`src/rtl/hs_npu_mem_rd_arbiter_if.sv`:
```
// Signal bundles for the NPU read arbiter: client-side read request/response and AXI4 read master.
// A transfer completes on a rising clk edge where valid and ready are both high; valid never waits on ready.
interface hs_npu_rd_req_if #(
    parameter int NUM_REQ = 2
);
    logic [NUM_REQ-1:0]    req_arvalid;
    logic [NUM_REQ-1:0]    req_arready;
    logic [NUM_REQ*32-1:0] req_araddr;
    logic [NUM_REQ*8-1:0]  req_arlen;
    logic [NUM_REQ-1:0]    req_rvalid;
    logic [NUM_REQ-1:0]    req_rready;
    logic [31:0]           req_rdata;
    logic                  req_rlast;
    logic [1:0]            req_rresp;

    modport master (
        output req_arvalid, req_araddr, req_arlen, req_rready,
        input  req_arready, req_rvalid, req_rdata, req_rlast, req_rresp
    );
    modport slave (
        input  req_arvalid, req_araddr, req_arlen, req_rready,
        output req_arready, req_rvalid, req_rdata, req_rlast, req_rresp
    );
endinterface

interface hs_npu_rd_mem_if;
    logic        mem_arvalid;
    logic        mem_arready;
    logic [7:0]  mem_arid;
    logic [31:0] mem_araddr;
    logic [7:0]  mem_arlen;
    logic [2:0]  mem_arsize;
    logic [1:0]  mem_arburst;
    logic        mem_rvalid;
    logic        mem_rready;
    logic [7:0]  mem_rid;
    logic [31:0] mem_rdata;
    logic [1:0]  mem_rresp;
    logic        mem_rlast;

    modport master (
        output mem_arvalid, mem_arid, mem_araddr, mem_arlen, mem_arsize, mem_arburst, mem_rready,
        input  mem_arready, mem_rvalid, mem_rid, mem_rdata, mem_rresp, mem_rlast
    );
    modport slave (
        input  mem_arvalid, mem_arid, mem_araddr, mem_arlen, mem_arsize, mem_arburst, mem_rready,
        output mem_arready, mem_rvalid, mem_rid, mem_rdata, mem_rresp, mem_rlast
    );
endinterface

```
`src/rtl/hs_npu_mem_rd_arbiter.sv`:
```
// Round-robin arbiter sharing one AXI4 read channel between NUM_REQ fetch clients, one burst in flight.
// Optional per-client beat counters are built when HS_NPU_RD_ARB_PERF_EN is defined.
module hs_npu_mem_rd_arbiter #(
    parameter int         NUM_REQ = 2,
    parameter logic [7:0] ID_BASE = 8'h10
) (
    input  logic                  clk,
    input  logic                  rst_n,
    hs_npu_rd_req_if.slave        req,
    hs_npu_rd_mem_if.master       mem,
    output logic                  err,
    input  logic                  err_clr,
    output logic [NUM_REQ*32-1:0] perf_beats,
    input  logic                  perf_clr,
    output logic [1:0]            o_dbg_state
);
    localparam int IW = (NUM_REQ > 2) ? 2 : 1;

    typedef enum logic [1:0] {
        IDLE = 2'd0,
        ADDR = 2'd1,
        DATA = 2'd2
    } state_t;

    state_t        r_state;
    state_t        w_state_nxt;
    logic [IW-1:0] r_ptr;
    logic [IW-1:0] r_gnt;
    logic [31:0]   r_addr;
    logic [7:0]    r_len;
    logic [8:0]    r_beat;
    logic          r_err;

    logic [IW-1:0] w_sel;
    logic          w_sel_vld;
    logic [2:0]    w_idx;
    logic          w_rready;
    logic          w_hs;
    logic          w_err_set;
    logic [7:0]    w_id;

    assign w_id        = ID_BASE | 8'(r_gnt);
    assign w_rready    = req.req_rready[r_gnt];
    assign w_hs        = (r_state == DATA) && mem.mem_rvalid && w_rready;
    assign err         = r_err;
    assign o_dbg_state = r_state;

    assign mem.mem_arsize  = 3'b010;
    assign mem.mem_arburst = 2'b01;

    // First valid requester at or after the pointer, wrapping modulo NUM_REQ.
    always_comb begin
        w_sel     = '0;
        w_sel_vld = 1'b0;
        w_idx     = '0;
        for (int k = 0; k < NUM_REQ; k++) begin
            w_idx = 3'(r_ptr) + 3'(k);
            if (w_idx >= 3'(NUM_REQ)) begin
                w_idx = w_idx - 3'(NUM_REQ);
            end
            if (!w_sel_vld && req.req_arvalid[w_idx[IW-1:0]]) begin
                w_sel_vld = 1'b1;
                w_sel     = w_idx[IW-1:0];
            end
        end
    end

    always_ff @(posedge clk or negedge rst_n) begin
        if (!rst_n) begin
            r_state <= IDLE;
        end else begin
            r_state <= w_state_nxt;
        end
    end

    always_comb begin
        w_state_nxt         = r_state;
        req.req_arready     = '0;
        req.req_rvalid      = '0;
        req.req_rdata       = '0;
        req.req_rlast       = 1'b0;
        req.req_rresp       = '0;
        mem.mem_arvalid     = 1'b0;
        mem.mem_arid        = '0;
        mem.mem_araddr      = '0;
        mem.mem_arlen       = '0;
        mem.mem_rready      = 1'b0;
        case (r_state)
            IDLE: begin
                // Gated by rst_n so the accept pulse is also held low while reset is asserted.
                if (w_sel_vld && rst_n) begin
                    req.req_arready[w_sel] = 1'b1;
                    w_state_nxt            = ADDR;
                end
            end
            ADDR: begin
                mem.mem_arvalid = 1'b1;
                mem.mem_arid    = w_id;
                mem.mem_araddr  = r_addr;
                mem.mem_arlen   = r_len;
                if (mem.mem_arready) begin
                    w_state_nxt = DATA;
                end
            end
            DATA: begin
                req.req_rvalid[r_gnt] = mem.mem_rvalid;
                req.req_rdata         = mem.mem_rdata;
                req.req_rlast         = mem.mem_rlast;
                req.req_rresp         = mem.mem_rresp;
                mem.mem_rready        = w_rready;
                if (w_hs && mem.mem_rlast) begin
                    w_state_nxt = IDLE;
                end
            end
            default: begin
                w_state_nxt = IDLE;
            end
        endcase
    end

    // Beats keep flowing after an error; only the sticky flag records it.
    always_comb begin
        w_err_set = 1'b0;
        if (mem.mem_rvalid && (r_state != DATA)) begin
            w_err_set = 1'b1;
        end
        if (w_hs) begin
            if (mem.mem_rid != w_id) begin
                w_err_set = 1'b1;
            end
            if (mem.mem_rlast && (r_beat != {1'b0, r_len})) begin
                w_err_set = 1'b1;
            end
            if (!mem.mem_rlast && (r_beat > {1'b0, r_len})) begin
                w_err_set = 1'b1;
            end
        end
    end

    always_ff @(posedge clk or negedge rst_n) begin
        if (!rst_n) begin
            r_ptr  <= '0;
            r_gnt  <= '0;
            r_addr <= '0;
            r_len  <= '0;
            r_beat <= '0;
            r_err  <= 1'b0;
        end else begin
            if ((r_state == IDLE) && w_sel_vld) begin
                r_gnt  <= w_sel;
                r_addr <= req.req_araddr[32*w_sel +: 32];
                r_len  <= req.req_arlen[8*w_sel +: 8];
            end
            if (r_state == ADDR) begin
                r_beat <= '0;
            end else if (w_hs && (r_beat != 9'h1FF)) begin
                r_beat <= r_beat + 9'd1;
            end
            if (w_hs && mem.mem_rlast) begin
                r_ptr <= (r_gnt == IW'(NUM_REQ - 1)) ? '0 : r_gnt + 1'b1;
            end
            if (w_err_set) begin
                r_err <= 1'b1;
            end else if (err_clr) begin
                r_err <= 1'b0;
            end
        end
    end

`ifdef HS_NPU_RD_ARB_PERF_EN
    for (genvar gi = 0; gi < NUM_REQ; gi++) begin : g_perf
        logic [31:0] r_cnt;
        always_ff @(posedge clk or negedge rst_n) begin
            if (!rst_n) begin
                r_cnt <= '0;
            end else if (perf_clr) begin
                r_cnt <= '0;
            end else if (w_hs && (r_gnt == IW'(gi)) && (r_cnt != 32'hFFFF_FFFF)) begin
                r_cnt <= r_cnt + 32'd1;
            end
        end
        assign perf_beats[32*gi +: 32] = r_cnt;
    end
`else
    logic w_perf_clr_unused;
    assign w_perf_clr_unused = perf_clr;
    assign perf_beats        = '0;
`endif

endmodule

```
`src/flat_wrapper.sv`:
```
// flat-port wrapper written by rule: the top's interface ports become plain ports
module hs_npu_mem_rd_arbiter_flat 
#(
    parameter int         NUM_REQ = 2,
    parameter logic [7:0] ID_BASE = 8'h10
)
  (clk, rst_n, err, err_clr, perf_beats, perf_clr, o_dbg_state, req_req_arvalid, req_req_araddr, req_req_arlen, req_req_rready, req_req_arready, req_req_rvalid, req_req_rdata, req_req_rlast, req_req_rresp, mem_mem_arvalid, mem_mem_arid, mem_mem_araddr, mem_mem_arlen, mem_mem_arsize, mem_mem_arburst, mem_mem_rready, mem_mem_arready, mem_mem_rvalid, mem_mem_rid, mem_mem_rdata, mem_mem_rresp, mem_mem_rlast);
  hs_npu_rd_req_if #(.NUM_REQ(NUM_REQ)) req_i ();
  hs_npu_rd_mem_if mem_i ();
  input  logic clk;
  input  logic rst_n;
  output logic err;
  input  logic err_clr;
  output logic [NUM_REQ*32-1:0] perf_beats;
  input  logic perf_clr;
  output logic [1:0] o_dbg_state;
  input wire logic [$bits(req_i.req_arvalid)-1:0] req_req_arvalid;
  input wire logic [$bits(req_i.req_araddr)-1:0] req_req_araddr;
  input wire logic [$bits(req_i.req_arlen)-1:0] req_req_arlen;
  input wire logic [$bits(req_i.req_rready)-1:0] req_req_rready;
  output wire logic [$bits(req_i.req_arready)-1:0] req_req_arready;
  output wire logic [$bits(req_i.req_rvalid)-1:0] req_req_rvalid;
  output wire logic [$bits(req_i.req_rdata)-1:0] req_req_rdata;
  output wire logic [$bits(req_i.req_rlast)-1:0] req_req_rlast;
  output wire logic [$bits(req_i.req_rresp)-1:0] req_req_rresp;
  output wire logic [$bits(mem_i.mem_arvalid)-1:0] mem_mem_arvalid;
  output wire logic [$bits(mem_i.mem_arid)-1:0] mem_mem_arid;
  output wire logic [$bits(mem_i.mem_araddr)-1:0] mem_mem_araddr;
  output wire logic [$bits(mem_i.mem_arlen)-1:0] mem_mem_arlen;
  output wire logic [$bits(mem_i.mem_arsize)-1:0] mem_mem_arsize;
  output wire logic [$bits(mem_i.mem_arburst)-1:0] mem_mem_arburst;
  output wire logic [$bits(mem_i.mem_rready)-1:0] mem_mem_rready;
  input wire logic [$bits(mem_i.mem_arready)-1:0] mem_mem_arready;
  input wire logic [$bits(mem_i.mem_rvalid)-1:0] mem_mem_rvalid;
  input wire logic [$bits(mem_i.mem_rid)-1:0] mem_mem_rid;
  input wire logic [$bits(mem_i.mem_rdata)-1:0] mem_mem_rdata;
  input wire logic [$bits(mem_i.mem_rresp)-1:0] mem_mem_rresp;
  input wire logic [$bits(mem_i.mem_rlast)-1:0] mem_mem_rlast;
  assign req_i.req_arvalid = req_req_arvalid;
  assign req_i.req_araddr = req_req_araddr;
  assign req_i.req_arlen = req_req_arlen;
  assign req_i.req_rready = req_req_rready;
  assign req_req_arready = req_i.req_arready;
  assign req_req_rvalid = req_i.req_rvalid;
  assign req_req_rdata = req_i.req_rdata;
  assign req_req_rlast = req_i.req_rlast;
  assign req_req_rresp = req_i.req_rresp;
  assign mem_mem_arvalid = mem_i.mem_arvalid;
  assign mem_mem_arid = mem_i.mem_arid;
  assign mem_mem_araddr = mem_i.mem_araddr;
  assign mem_mem_arlen = mem_i.mem_arlen;
  assign mem_mem_arsize = mem_i.mem_arsize;
  assign mem_mem_arburst = mem_i.mem_arburst;
  assign mem_mem_rready = mem_i.mem_rready;
  assign mem_i.mem_arready = mem_mem_arready;
  assign mem_i.mem_rvalid = mem_mem_rvalid;
  assign mem_i.mem_rid = mem_mem_rid;
  assign mem_i.mem_rdata = mem_mem_rdata;
  assign mem_i.mem_rresp = mem_mem_rresp;
  assign mem_i.mem_rlast = mem_mem_rlast;
  hs_npu_mem_rd_arbiter #(.NUM_REQ(NUM_REQ), .ID_BASE(ID_BASE)) u_core (.clk(clk), .rst_n(rst_n), .req(req_i), .mem(mem_i), .err(err), .err_clr(err_clr), .perf_beats(perf_beats), .perf_clr(perf_clr), .o_dbg_state(o_dbg_state));
endmodule
```
`config.mk`:
```
export PLATFORM = sky130hd
export DESIGN_NAME = hs_npu_mem_rd_arbiter_flat
export DESIGN_NICKNAME = d
export VERILOG_FILES = /design/src/rtl/hs_npu_mem_rd_arbiter_if.sv /design/src/rtl/hs_npu_mem_rd_arbiter.sv /design/src/flat_wrapper.sv
export SDC_FILE = /design/constraint.sdc
export NUM_CORES = 1
export LEC_CHECK = 0
export BUFFER_PORTS_ARGS = -buffer_cell sky130_fd_sc_hd__buf_4
export CAP_MARGIN = 20
export CORE_ASPECT_RATIO = 0.7
export CORE_MARGIN = 8
export CORE_UTILIZATION = 41
export DETAILED_ROUTE_END_ITERATION = 8
export PLACE_DENSITY = 0.78
export RECOVER_POWER = 100
export SLEW_MARGIN = 20
export SYNTH_ARGS = -nofsm -noshare
export SYNTH_HDL_FRONTEND = slang
export SYNTH_SLANG_ARGS = --single-unit
```
`constraint.sdc`:
```
create_clock -name clk -period 2.2 [get_ports clk]
set_input_delay 0.44 -clock clk [delete_from_list [all_inputs] [get_ports clk]]
set_output_delay 0.44 -clock clk [all_outputs]
set_load 0.02 [all_outputs]
```
==> impl_metrics.py <==
metrics = {
    "place": {
        "portBuffers": 217,
        "placed_cell_area_um2": 5371,
        "dp_hpwl_um": 10820,
        "dp_slack_ns": 0.03983,
        "place_congestion": 0.8275,
    },
    "route": {
        "vias": 3599,
        "ant_nets": 0,
        "via_per_inst": 4.614,
        "drt_pass1_iterations": 4,
        "wl_um": 13060,
        "drc": 0,
        "wl_per_cell_um": 16.75,
        "drt_iter0_drc": 65,
    },
    "clock_tree": {
        "cts_sinks": 54,
        "clock_latency_ns": 0.29,
        "clock_path_buffers": 2,
        "root_buffer": "clkbuf_16",
        "htree_levels": 2,
        "clkTransAtPathRegs_ns": 0.07,
        "cts_tree": "built",
        "numCtsBuffers": 5,
    },
    "sta": {
        "fmax_mhz": 478.0,
        "clock_skew_ns": 0.004056,
        "worstMarginPinSlew_ns": 1.172,
        "setup_tns_ns": 0,
        "hold_viol": 0,
        "holdWs_ns": 0.3627,
        "timing.final.crit_share_pct": 95.10,
        "max_slew_margin_pct": 21.85,
        "grt_setup_unrepaired": "no",
        "slew_violations": 0,
        "setup_slack_ns": 0.1079,
        "fin_crit_ns": 2.092,
        "setup_violations": 0,
    },
    "floorplanning": {
        "initial_core_util_pct": 42.58,
        "die_area_um2": 12920,
        "ios": 294,
        "rows": 29,
        "core-area_um2": 9144,
        "die_w_um": 132.5,
        "die_height_um": 97.54,
    },
    "setup_path": {
        "reg2reg_from": "u_core.r_beat[0]",
        "path_max_fanout": 5,
        "crit_arrival_ns": 2.26,
        "cp_common_cell": "ha_1",
        "regToRegSetupSlack_ns": 0.11,
        "max_stage_delay_ns": 0.42,
        "crit_buf_inv": 1,
        "start_kind": "register",
        "slowest_stage": "dfrtp_1",
        "cp-end-kind": "register",
        "worstPathCellList": "ha_1, and2_1, and3_1, ha_1, nor3_4, buf_4, mux2i_1, nor2_1",
        "critical_path_required_ns": 2.37,
        "critical_path.top_delay_family": "simple AND/OR/NAND/NOR gates",
        "r2r_end": "u_core.r_beat[1]",
        "crit_type": "register to register",
        "rr_worst_depth": 8,
    },
    "power": {
        "power_uw": 5738,
        "powerDensity_nw_per_um2": 1057,
        "p_leak_uw": 0.002963,
        "ir_drop_mv": 0.4740,
    },
    "synthesis": {
        "yosys-top-cells-area": "dfrtp_1, buf_4, mux2i_1",
        "ys_seq_elements": 54,
        "synth.largest_area_cell": "dfrtp_1",
        "avgSynthCellArea_um2": 8.789,
        "syn_inst": 443,
        "netlist.area_leader.share_pct": 34.70,
        "yosys.cell_types.count": 37,
        "ys_warn_count": 0,
        "synth_area_um2": 3894,
        "seq_area_frac_synth_pct": 34.70,
    },
    "finish": {
        "drive_above_1_share_pct": 35.98,
        "fin_area_um2": 5428,
        "nets": 798,
        "area_growth_pct": 39.40,
        "n_antenna_cell": 0,
    },
    "global_route": {
        "first_global_vias": 3887,
        "antenna_found_initial": 0,
        "overflow": 0,
        "grt_pass1_wl_um": 20470,
        "grt_usage_pct": 19.21,
        "grt_max_degree": 52,
    },
    "min_path": {
        "hold_end": "u_core.o_dbg_state[0]",
        "min_from": "mem_mem_arready",
        "min-delay-path-class": "primary input to register",
        "whs_path_depth": 2,
    },
    "job": {
        "maxCapViolCount": 0,
    },
    "outcome": {
        "status": "finished clean",
    },
}
-- metrics by stage --
stage,utilization (%),std cells
detailed placement,58.74,769
global placement,58.74,769
floorplan,-,516
CTS,60.63,778
finish,59.36,780
global route,59.36,780
-- logic make-up after synthesis --
group | synth area share (%)
buffers and inverters | 18.51
AND/OR/NAND/NOR | 22.56
multiplexers | 11.95
XOR/XNOR | 0.8997
flip-flops | 34.70
adder cells (fa/ha/maj) | 3.213
AO/OA/AOI/OAI | 7.969
other | 0.1929
-- power breakdown --
| part | switching, µW | internal (µW) | total, µW |
|---|---|---|---|
| clock | 353 | 487 | 840 |
| sequential | 215 | 1410 | 1620 |
| combinational | 2020 | 1260 | 3280 |
-- cells in the mapped netlist --
master	n
mux2i_2	1
and3_1	3
xnor2_1	4
nor4_1	1
a41o_1	1
buf_2	6
conb_1	2
o32ai_1	1
dfrtp_1	54
buf_4	79
nor3_1	1
nor4_4	1
nand3_1	5
o221ai_1	1
a31oi_1	1
nor4b_2	1
o21ai_0	4
mux2_2	1
nor2_1	61
and2_1	69
clkbuf_1	13
a222oi_1	1
a2111oi_0	1
nor3_4	1
a31o_1	1
inv_1	13
nor4b_1	2
nand2b_1	2
and2b_1	1
mux2i_1	44
ha_1	10
nand4_1	3
a22o_1	1
nor3b_1	1
nand3b_4	1
nand2_1	7
a21oi_1	44
-- cells in the final DEF, fill, tap and decap left out, types with 2 or more instances in the layout --
cell type / count
and3_1: 3
dfrtp_1: 54
conb_1: 75
clkbuf_1: 9
nand2_1: 7
inv_1: 13
mux2i_1: 44
clkbuf_8: 2
a21oi_1: 44
nand2b_1: 2
clkbuf_16: 5
and2_0: 42
xnor2_1: 4
nand4_1: 3
and2_1: 27
ha_1: 10
nor2_1: 61
nand3_1: 5
nor4b_1: 2
buf_4: 187
o21ai_0: 3
clkbuf_2: 31
-- worst max path at each step --
stage,startpoint,end,depth (start not counted)
3_5_place_dp,u_core.r_beat[0],u_core.r_beat[4],7
2_1_floorplan,req_req_arvalid[0],req_req_arready[1],5
6_report,u_core.r_beat[0],u_core.r_beat[1],8
4_1_cts,u_core.r_beat[0],u_core.r_beat[4],7
5_1_grt,u_core.o_dbg_state[0],req_req_rdata[12],3
3_3_place_gp,u_core.r_beat[0],u_core.r_beat[4],7
-- timing repair --
| item | 4_1_cts | 5_1_grt |
|---|---|---|
| hold endpoints to repair | 3 | 0 |
| pin swaps | 0 | 2 |
| setup endpoints to repair | 35 | 4 |
| buffers inserted | 0 | 2 |
| gates resized for setup | 1 | 2 |
| hold buffers | 1 | 0 |
-- final cells by class --
| class | count | area [µm²] |
|---|---|---|
| clock buffer | 7 | 152.6 |
| fill | 825 | 3716 |
| timing repair buffer | 230 | 1619 |
| tap | 124 | 155.1 |
| sequential | 54 | 1351 |
| multi-input combinational | 351 | 2092 |
| inverter | 13 | 48.80 |
| clock inverter | 1 | 8.758 |
-- routing by layer --
metal	up-vias	GRT usage, %	share of wire (%)
met2	166	35.53	53
met3	8	7.283	8.5
met1	1697	20.05	38
li1	1728	-	-
met4	0	4.696	1.2
met5	-	0	0
-- worst reg2reg max path, delay by kind of cell, from the launching register on --
kind                     cells  cell delay [ns]
adder cells (fa/ha/maj)      2             0.49
buffers and inverters        1             0.17
AND/OR/NAND/NOR              4             0.73
multiplexers                 1             0.17
flip-flops                   1             0.42
-- registers in the layout, summed over array words and instances (netlist names) --
| name | cells |
|---|---|
| u_core.r_addr | 32 |
| u_core.r_beat | 9 |
| u_core.r_len | 8 |
| u_core.o_dbg_state | 2 |
| u_core.err | 1 |
| u_core.r_gnt | 1 |
| u_core.r_ptr | 1 |
Note: power is estimated with default switching activity, not from simulation.
